File: src/rtl/mar_mem_responder_if.sv
// mar_mem_responder_if
// Request/response bundle between a MAR-style requester and the word
// memory responder.
//   req/we/addr/wdata : requester -> responder, sampled only while idle
//   rdata             : registered read data
//   ack               : one-cycle completion pulse
//   busy              : access in flight; new requests are ignored
//   err               : completed access was out of range (only with ack)
interface mar_mem_responder_if;
  logic        req;
  logic        we;
  logic [15:0] addr;
  logic [15:0] wdata;
  logic [15:0] rdata;
  logic        ack;
  logic        busy;
  logic        err;

  modport master (output req, we, addr, wdata, input  rdata, ack, busy, err);
  modport slave  (input  req, we, addr, wdata, output rdata, ack, busy, err);
endinterface

File: src/rtl/mar_mem_responder.sv
// mar_mem_responder
// Word memory (2**DEPTH_LOG2 x 16) answering single requests after
// WAIT_CYCLES wait states. Request fields are captured on acceptance, so
// the requester may change them freely while busy.
//   clk   : clock, all state on the rising edge
//   rst_n : synchronous active-low reset (memory contents are kept)
//   bus   : slave side of mar_mem_responder_if
module mar_mem_responder #(
  parameter int DEPTH_LOG2  = 8,
  parameter int WAIT_CYCLES = 2
) (
  input  logic                  clk,
  input  logic                  rst_n,
  mar_mem_responder_if.slave    bus
);
  localparam int          DEPTH     = 1 << DEPTH_LOG2;
  localparam logic [3:0]  WAIT_INIT = 4'(WAIT_CYCLES);

  localparam logic [1:0] S_IDLE   = 2'd0;
  localparam logic [1:0] S_WAIT   = 2'd1;
  localparam logic [1:0] S_ACCESS = 2'd2;

  logic [1:0]  r_state;
  logic [3:0]  r_cnt;
  logic        r_we;
  logic [15:0] r_addr;
  logic [15:0] r_wdata;
  logic [15:0] r_rdata;
  logic        r_ack;
  logic        r_busy;
  logic        r_err;

  logic [15:0] r_mem [DEPTH];

  // Any address bit above the array index makes the access out of range.
  logic w_oor;
  assign w_oor = |(r_addr >> DEPTH_LOG2);

  logic w_commit_wr;
  assign w_commit_wr = rst_n && (r_state == S_ACCESS) && r_we && !w_oor;

  always_ff @(posedge clk) begin
    if (!rst_n) begin
      r_state <= S_IDLE;
      r_cnt   <= '0;
      r_rdata <= '0;
      r_ack   <= 1'b0;
      r_busy  <= 1'b0;
      r_err   <= 1'b0;
    end else begin
      // ack/err are single-cycle pulses raised only by ACCESS
      r_ack <= 1'b0;
      r_err <= 1'b0;
      case (r_state)
        S_IDLE: begin
          if (bus.req) begin
            r_we    <= bus.we;
            r_addr  <= bus.addr;
            r_wdata <= bus.wdata;
            r_busy  <= 1'b1;
            if (WAIT_CYCLES == 0) begin
              r_state <= S_ACCESS;
            end else begin
              r_state <= S_WAIT;
              r_cnt   <= WAIT_INIT;
            end
          end
        end
        S_WAIT: begin
          if (r_cnt == 4'd1) r_state <= S_ACCESS;
          else               r_cnt   <= r_cnt - 4'd1;
        end
        S_ACCESS: begin
          r_ack   <= 1'b1;
          r_err   <= w_oor;
          r_busy  <= 1'b0;
          r_state <= S_IDLE;
          if (w_oor)      r_rdata <= '0;
          else if (!r_we) r_rdata <= r_mem[r_addr[DEPTH_LOG2-1:0]];
        end
        default: r_state <= S_IDLE;
      endcase
    end
  end

  // Array has no reset; the write is gated by rst_n so a reset on the
  // ACCESS edge drops the write.
  always_ff @(posedge clk) begin
    if (w_commit_wr) r_mem[r_addr[DEPTH_LOG2-1:0]] <= r_wdata;
  end

  assign bus.rdata = r_rdata;
  assign bus.ack   = r_ack;
  assign bus.busy  = r_busy;
  assign bus.err   = r_err;
endmodule

File: src/flat_wrapper.sv
// flat-port wrapper written by rule: the top's interface ports become plain ports
module mar_mem_responder_flat 
#(
  parameter int DEPTH_LOG2  = 8,
  parameter int WAIT_CYCLES = 2
)
  (clk, rst_n, bus_req, bus_we, bus_addr, bus_wdata, bus_rdata, bus_ack, bus_busy, bus_err);
  mar_mem_responder_if bus_i ();
  input  logic clk;
  input  logic rst_n;
  input wire logic [$bits(bus_i.req)-1:0] bus_req;
  input wire logic [$bits(bus_i.we)-1:0] bus_we;
  input wire logic [$bits(bus_i.addr)-1:0] bus_addr;
  input wire logic [$bits(bus_i.wdata)-1:0] bus_wdata;
  output wire logic [$bits(bus_i.rdata)-1:0] bus_rdata;
  output wire logic [$bits(bus_i.ack)-1:0] bus_ack;
  output wire logic [$bits(bus_i.busy)-1:0] bus_busy;
  output wire logic [$bits(bus_i.err)-1:0] bus_err;
  assign bus_i.req = bus_req;
  assign bus_i.we = bus_we;
  assign bus_i.addr = bus_addr;
  assign bus_i.wdata = bus_wdata;
  assign bus_rdata = bus_i.rdata;
  assign bus_ack = bus_i.ack;
  assign bus_busy = bus_i.busy;
  assign bus_err = bus_i.err;
  mar_mem_responder #(.DEPTH_LOG2(DEPTH_LOG2), .WAIT_CYCLES(WAIT_CYCLES)) u_core (.clk(clk), .rst_n(rst_n), .bus(bus_i));
endmodule
File: config.mk
export PLATFORM = sky130hd
export DESIGN_NAME = mar_mem_responder_flat
export DESIGN_NICKNAME = d
export VERILOG_FILES = /design/src/rtl/mar_mem_responder_if.sv /design/src/rtl/mar_mem_responder.sv /design/src/flat_wrapper.sv
export SDC_FILE = /design/constraint.sdc
export NUM_CORES = 2
export LEC_CHECK = 0
export ABC_CLOCK_PERIOD_IN_PS = 4100
export BUFFER_PORTS_ARGS = -buffer_cell sky130_fd_sc_hd__buf_2
export CORE_MARGIN = 2
export CORE_UTILIZATION = 57
export CTS_CLUSTER_SIZE = 14
export DETAILED_ROUTE_END_ITERATION = 8
export PLACE_DENSITY = 0.79
export REMOVE_ABC_BUFFERS = 1
export SLEW_MARGIN = 20
export SYNTH_ARGS = -nofsm -noshare
export SYNTH_HDL_FRONTEND = slang
export SYNTH_SLANG_ARGS = --single-unit
File: constraint.sdc
create_clock -name clk -period 4.1 [get_ports clk]
set_input_delay 0.41 -clock clk [delete_from_list [all_inputs] [get_ports clk]]
set_output_delay 0.41 -clock clk [all_outputs]
set_load 0.02 [all_outputs]
* Word level (Yosys, flattened, before mapping)
Memory sizes are Yosys's and may differ from the RTL's. A register that Yosys moved wholly into a read port is not among the register bits.
Index checks and enable logic that the tools add are counted.
** Storage, ports and cells
- Bits in registers :: 58
- Bits in writable memories :: 4096
- Input port bits :: 36
- Output and inout bits :: 19
- Word-level logic and storage cells :: 46
- Memories :: 1
** Memory list
- u_core.r_mem :: words 256, width 16, read ports 1, clocked after memory_dff 1, write ports 1, line mar_mem_responder.sv:33 : logic [15:0] r_mem [DEPTH];
** Cells by class
- Add/subtract/negate cells :: 1
- Equality and inequality tests :: 7
- Muxes and demuxes :: 14
- Reductions and logical operators :: 14
** Operators with widths (number)
- two-way mux 16 bit :: 2
- two-way mux 4 bit :: 2
- two-way mux 8 bit :: 1
- one-hot mux 4 bit (2 select lines) :: 1
- AND reduction 2 bit :: 4
- OR reduction 8 bit :: 1
- inequality test 2 bit (second input constant) :: 3
- AND reduction 3 bit :: 2
- equality test 4 x 1 -> 1 bit (second input constant) :: 1
- two-way mux 1 bit :: 4
- two-way mux 2 bit :: 2
- one-hot mux 2 bit (2 select lines) :: 1
- nonzero test 2 bit :: 2
- subtractor 4 x 1 -> 4 bit (second input constant) :: 1
- logical AND 1 bit :: 3
- equality test 2 x 1 -> 1 bit (second input constant) :: 1
- equality test 2 bit (second input constant) :: 1
- zero test 2 bit :: 1
- inequality test 2 x 1 -> 1 bit (second input constant) :: 1
- one-hot mux 1 bit (2 select lines) :: 1
- zero test 1 bit :: 1

* Depth between registers and ports, before layout
- Depth in word-level cells :: 6
- Depth in mapped cells :: 13
- Gate-level depth less buffers :: 7

* Worst setup path after synthesis
Ideal clock, no wire load.
- Kind :: reg-to-reg
- Start point :: register u_core.r_wdata[0]
- End point :: memory u_core.r_mem[0][0] (data pin)
- Setup time :: 0.817 ns
- Arrival time :: 3.228 ns
- Data required time :: 3.283 ns
- Slack :: 0.054 ns
- Stages on the path, launching flop included :: 1
- Path buffers :: 0
- Clock period less this slack :: 4.046 ns
- Cell sequence :: edfxtp_1
** RTL lines
- start: declaration :: line mar_mem_responder.sv:27 : logic [15:0] r_wdata;
- start signal: assignment :: line mar_mem_responder.sv:59 : r_wdata <= bus.wdata;
- end: declaration :: line mar_mem_responder.sv:33
No word-level cell before the write port.

==> results.md <==
- Residual DRC: 0
- Largest net degree at the start of global routing: approximately 210
- Clock H-tree levels: 5
- Worst min-delay path class: primary input to flop
- Die area: approximately 290,000 um2
- Number of synthesized register bits: between 4,000 and 5,000
- Slew margin rel.: under 10%
- Synth warnings: 0
- Reg-to-Reg End: u_core.bus.rdata[11]$_SDFFE_PN0P_
- Cell area after synthesis: 160,700 um2
- Detailed Route WL: roughly 450,000 um
- WP data required: 4.92 ns
- Hpwl dp: approximately 260,000 um
- Hold Path Depth: 5
- Layout Cells excl Fill: 12,330
- Met1 global-route usage: approximately two fifths
- RSZ-0062 raised after global routing: no
- Slew Limit Fails: 0
- CP Class: flop to flop
- Setup violators final: 4
- Buffers on Ports: 54
- Leak: between 50 and 60 nW
- Post-layout nets: 8,317
- Fin util: around 65%
- FF/Latch Area: roughly 120,000 um2
- TritonCTS Buffers: a little over 400
- Fmax: about 0.24 GHz
- Worst setup margin: -0.04188 ns
- Clock Sinks: 4,162
- Final GP Congestion: 0.9100
- Clock transition at path regs: 0.06 ns
- Die Span Y: around 530 um
- Worst-skew pair later-pin latency: between 0.9 and 1 ns
- Pwr Density: 484.4 nW/um2
- Busiest grt layer: met2
- Leading register cell type out of synthesis: edfxtp_1
- # fillers: 16,790
- Maxcap violations: 0
- Routed vias: 86,680
- Yosys cell types: 79
- CTS Buffer Depth: 4
- Area grow syn2layout: 13.52%
- GRT overflow: 0
- Worst r2r path cells: 8
- Gate Count Post-Synth: 7,500
- Startpoint types: flop
- VDD IR max: 0.5232 mV
- GRT Total Usage: 31.31%
- Root buf cell: clkbuf_16
- Area contributors post-synth: edfxtp_1 (77%), mux4_2 (11%), mux2i_1 (2.7%), nor2_1 (0.79%), mux4_1 (0.56%)
- Actual slew at the worst max-slew pin: 1.348 ns
- Failing checks: negative setup slack
- TritonCTS clock tree: yes
- Status: finished with violations
- Arr. time, crit path: between 4 and 5 ns
- Part of the cycle the worst path needs: 101.0%
- Number of global-route vias before repair: 85,290
- Core ar.: 279,900 um2
- Avg WL per Cell: 36.61 um
- Layout cells sized above 1: approximately 26%
- Die W: 534.9 um
- Clock period minus worst slack: 4.142 ns
- Layout Skew: roughly 0.10 ns
- Global-route wire length before repair: 633,800 um
- Number of synthesized flops with an enable pin: 4,129
- Max FO, Critical Path: 32
- Met2 GRT Util: 48.01%
- DRT antenna net count: 0
- Inst Count DP: approximately 12,000
- Ys async rst share: 0%
- Initial antenna violation count: 24
- Placed Area: 169,200 um2
- Sequential share of the synthesized area: 77.58%
- I/O pin total: 55
- Initial core utilization: 57.41%
- Met3 Resource Use GR: under 10%
- Iter 0 DRT Violations: 14,540
- Num rows: between 150 and 200
- Fin. Hold Viols: 0
- Dpl ws: -0.4448 ns
- Critical Path End: u_core.bus.rdata[11]$_SDFFE_PN0P_
- Vias per cell: 7.028
- Endpoint class of the critical path: flop
- Post-synth top area share: 77.17%
- Multi-input logic area: 33,060 um2
- Flop-to-flop setup slack: -0.04 ns
- Syn Area/Cell: 21.42 um2
- Design Area, Final: 182,400 um2
- DR pass1 iterations: 7
- Post-synth top area cell: edfxtp_1
[per-stage QoR]
step | total power [mW] | hold WS [ns] | TNS (ns)
4_1_cts | 88.30 | 0.05447 | 0
3_3_place_gp | 52.98 | 0.4449 | -1.942
3_5_place_dp | 53.12 | 0.4593 | -0.5257
5_1_grt | 90.10 | 0.1389 | 0
2_1_floorplan | 54.55 | 0.4800 | -674.94
6_report | 88.36 | 0.09994 | -0.06631
[cells by family after synthesis]
| group | after synthesis | synth area share [%] |
|---|---|---|
| flops | 4162 | 77.58 |
| mux | 1336 | 14.93 |
| compound gates | 784 | 3.401 |
| simple gates | 762 | 2.141 |
| buf+inv | 452 | 1.923 |
| xor+xnor | 2 | 0.01090 |
| fa+ha+maj | 2 | 0.01557 |
[final cells by class]
class | count | share of cell area (%)
antenna | 12 | 0.01646
clock buffer | 516 | 5.877
clock inverter | 209 | 1.036
inverter | 9 | 0.01989
multi-input combinational | 2886 | 18.13
sequential | 4162 | 68.35
tap | 3724 | 2.554
timing repair buffer | 815 | 4.020
[per-layer routing]
| layer | share of wire (%) | vias to the layer above |
|---|---|---|
| met4 | 7.0 | 20 |
| met2 | 46 | 7731 |
| met3 | 14 | 1467 |
| li1 | - | 33140 |
| met5 | 0.027 | - |
| met1 | 33 | 44320 |
[synth_stat cells (27+ instances only)]
| library cell | instances |
|---|---|
| edfxtp_1 | 4129 |
| mux4_2 | 798 |
| mux2i_1 | 441 |
| nor2_1 | 337 |
| nand2_1 | 181 |
| a21oi_1 | 149 |
| clkbuf_1 | 125 |
| a22oi_1 | 116 |
| o22ai_1 | 112 |
| buf_2 | 111 |
| buf_4 | 87 |
| o21ai_0 | 74 |
| o221ai_1 | 72 |
| mux2_2 | 63 |
| buf_6 | 55 |
| nand3_1 | 51 |
| a211oi_1 | 47 |
| nor3_1 | 35 |
| mux4_1 | 34 |
| dfxtp_1 | 33 |
| a2111oi_0 | 32 |
| buf_8 | 32 |
| a221oi_1 | 30 |
| nor4_1 | 27 |
[critical path: stages, from the launching register on]
cell and delay, ns:
dfxtp_4 0.84, buf_4 0.44, buf_4 0.44, or3_1 0.39
o21ai_0 0.23, o41ai_1 0.97, a41oi_1 0.17, buf_4 0.25
o31ai_1 0.22
[sequential cells by signal (all words and copies together), names as in the netlist, named ones only]
signal / flops
u_core.r_cnt: 4
u_core.r_state: 2
u_core.bus.busy: 1
u_core.bus.err: 1
u_core.r_wdata: 16
u_core.bus.ack: 1
u_core.r_mem: 4096
u_core.r_we: 1
u_core.r_addr: 16
u_core.bus.rdata: 16
[worst min-delay path by stage]
stage	startpoint	endpoint	slack [ns]
after floorplan	u_core.r_cnt[3]$_SDFFE_PN0P_	u_core.r_cnt[3]$_SDFFE_PN0P_	0.48
final	bus_req	u_core.r_state[0]$_SDFFE_PN0P_	0.1
after global routing	bus_req	u_core.r_state[0]$_SDFFE_PN0P_	0.14
after CTS	bus_req	u_core.r_state[0]$_SDFFE_PN0P_	0.05
after detailed placement	u_core.bus.rdata[10]$_SDFFE_PN0P_	u_core.bus.rdata[10]$_SDFFE_PN0P_	0.46
after global placement	u_core.bus.rdata[11]$_SDFFE_PN0P_	u_core.bus.rdata[11]$_SDFFE_PN0P_	0.44
[cell usage in the layout, fill, tap and decap left out, types with 18 or more instances in the layout]
master,n
a2111oi_0,25
o211ai_1,24
nand2_1,181
nor2b_1,21
a22oi_1,116
bufinv_16,23
nand3_1,45
dfxtp_1,25
mux2i_1,441
a221oi_1,30
nor3_1,35
o221ai_1,71
mux4_1,34
a21oi_1,149
buf_4,624
buf_12,94
buf_2,54
a211o_1,22
a211oi_1,46
mux4_2,798
nor2_1,334
clkinv_2,70
clkbuf_16,411
a31oi_1,20
o22ai_1,112
nor4_1,27
edfxtp_1,4129
mux2_2,63
dlygate4sd3_1,35
nand2b_1,18
clkbuf_1,101
a22o_1,20
nand4_1,18
o21ai_0,74
clkinv_1,81
[repair_timing]
item	in CTS	in global routing
resized for setup	2	3
hold buffers	35	0
setup endpoints to repair	3	2
hold endpoints to repair	50	0
setup buffers	6	0
[power by group]
part | total, mW | switching [mW] | leakage (nW) | internal [mW]
combinational | 5.76 | 3.66 | 15.2 | 2.10
sequential | 46.7 | 0.109 | 37.4 | 46.6
clock | 35.9 | 15.9 | 6.16 | 20.0
total | 88.4 | 19.7 | 58.7 | 68.7
Power figures use the tool's default switching activity.
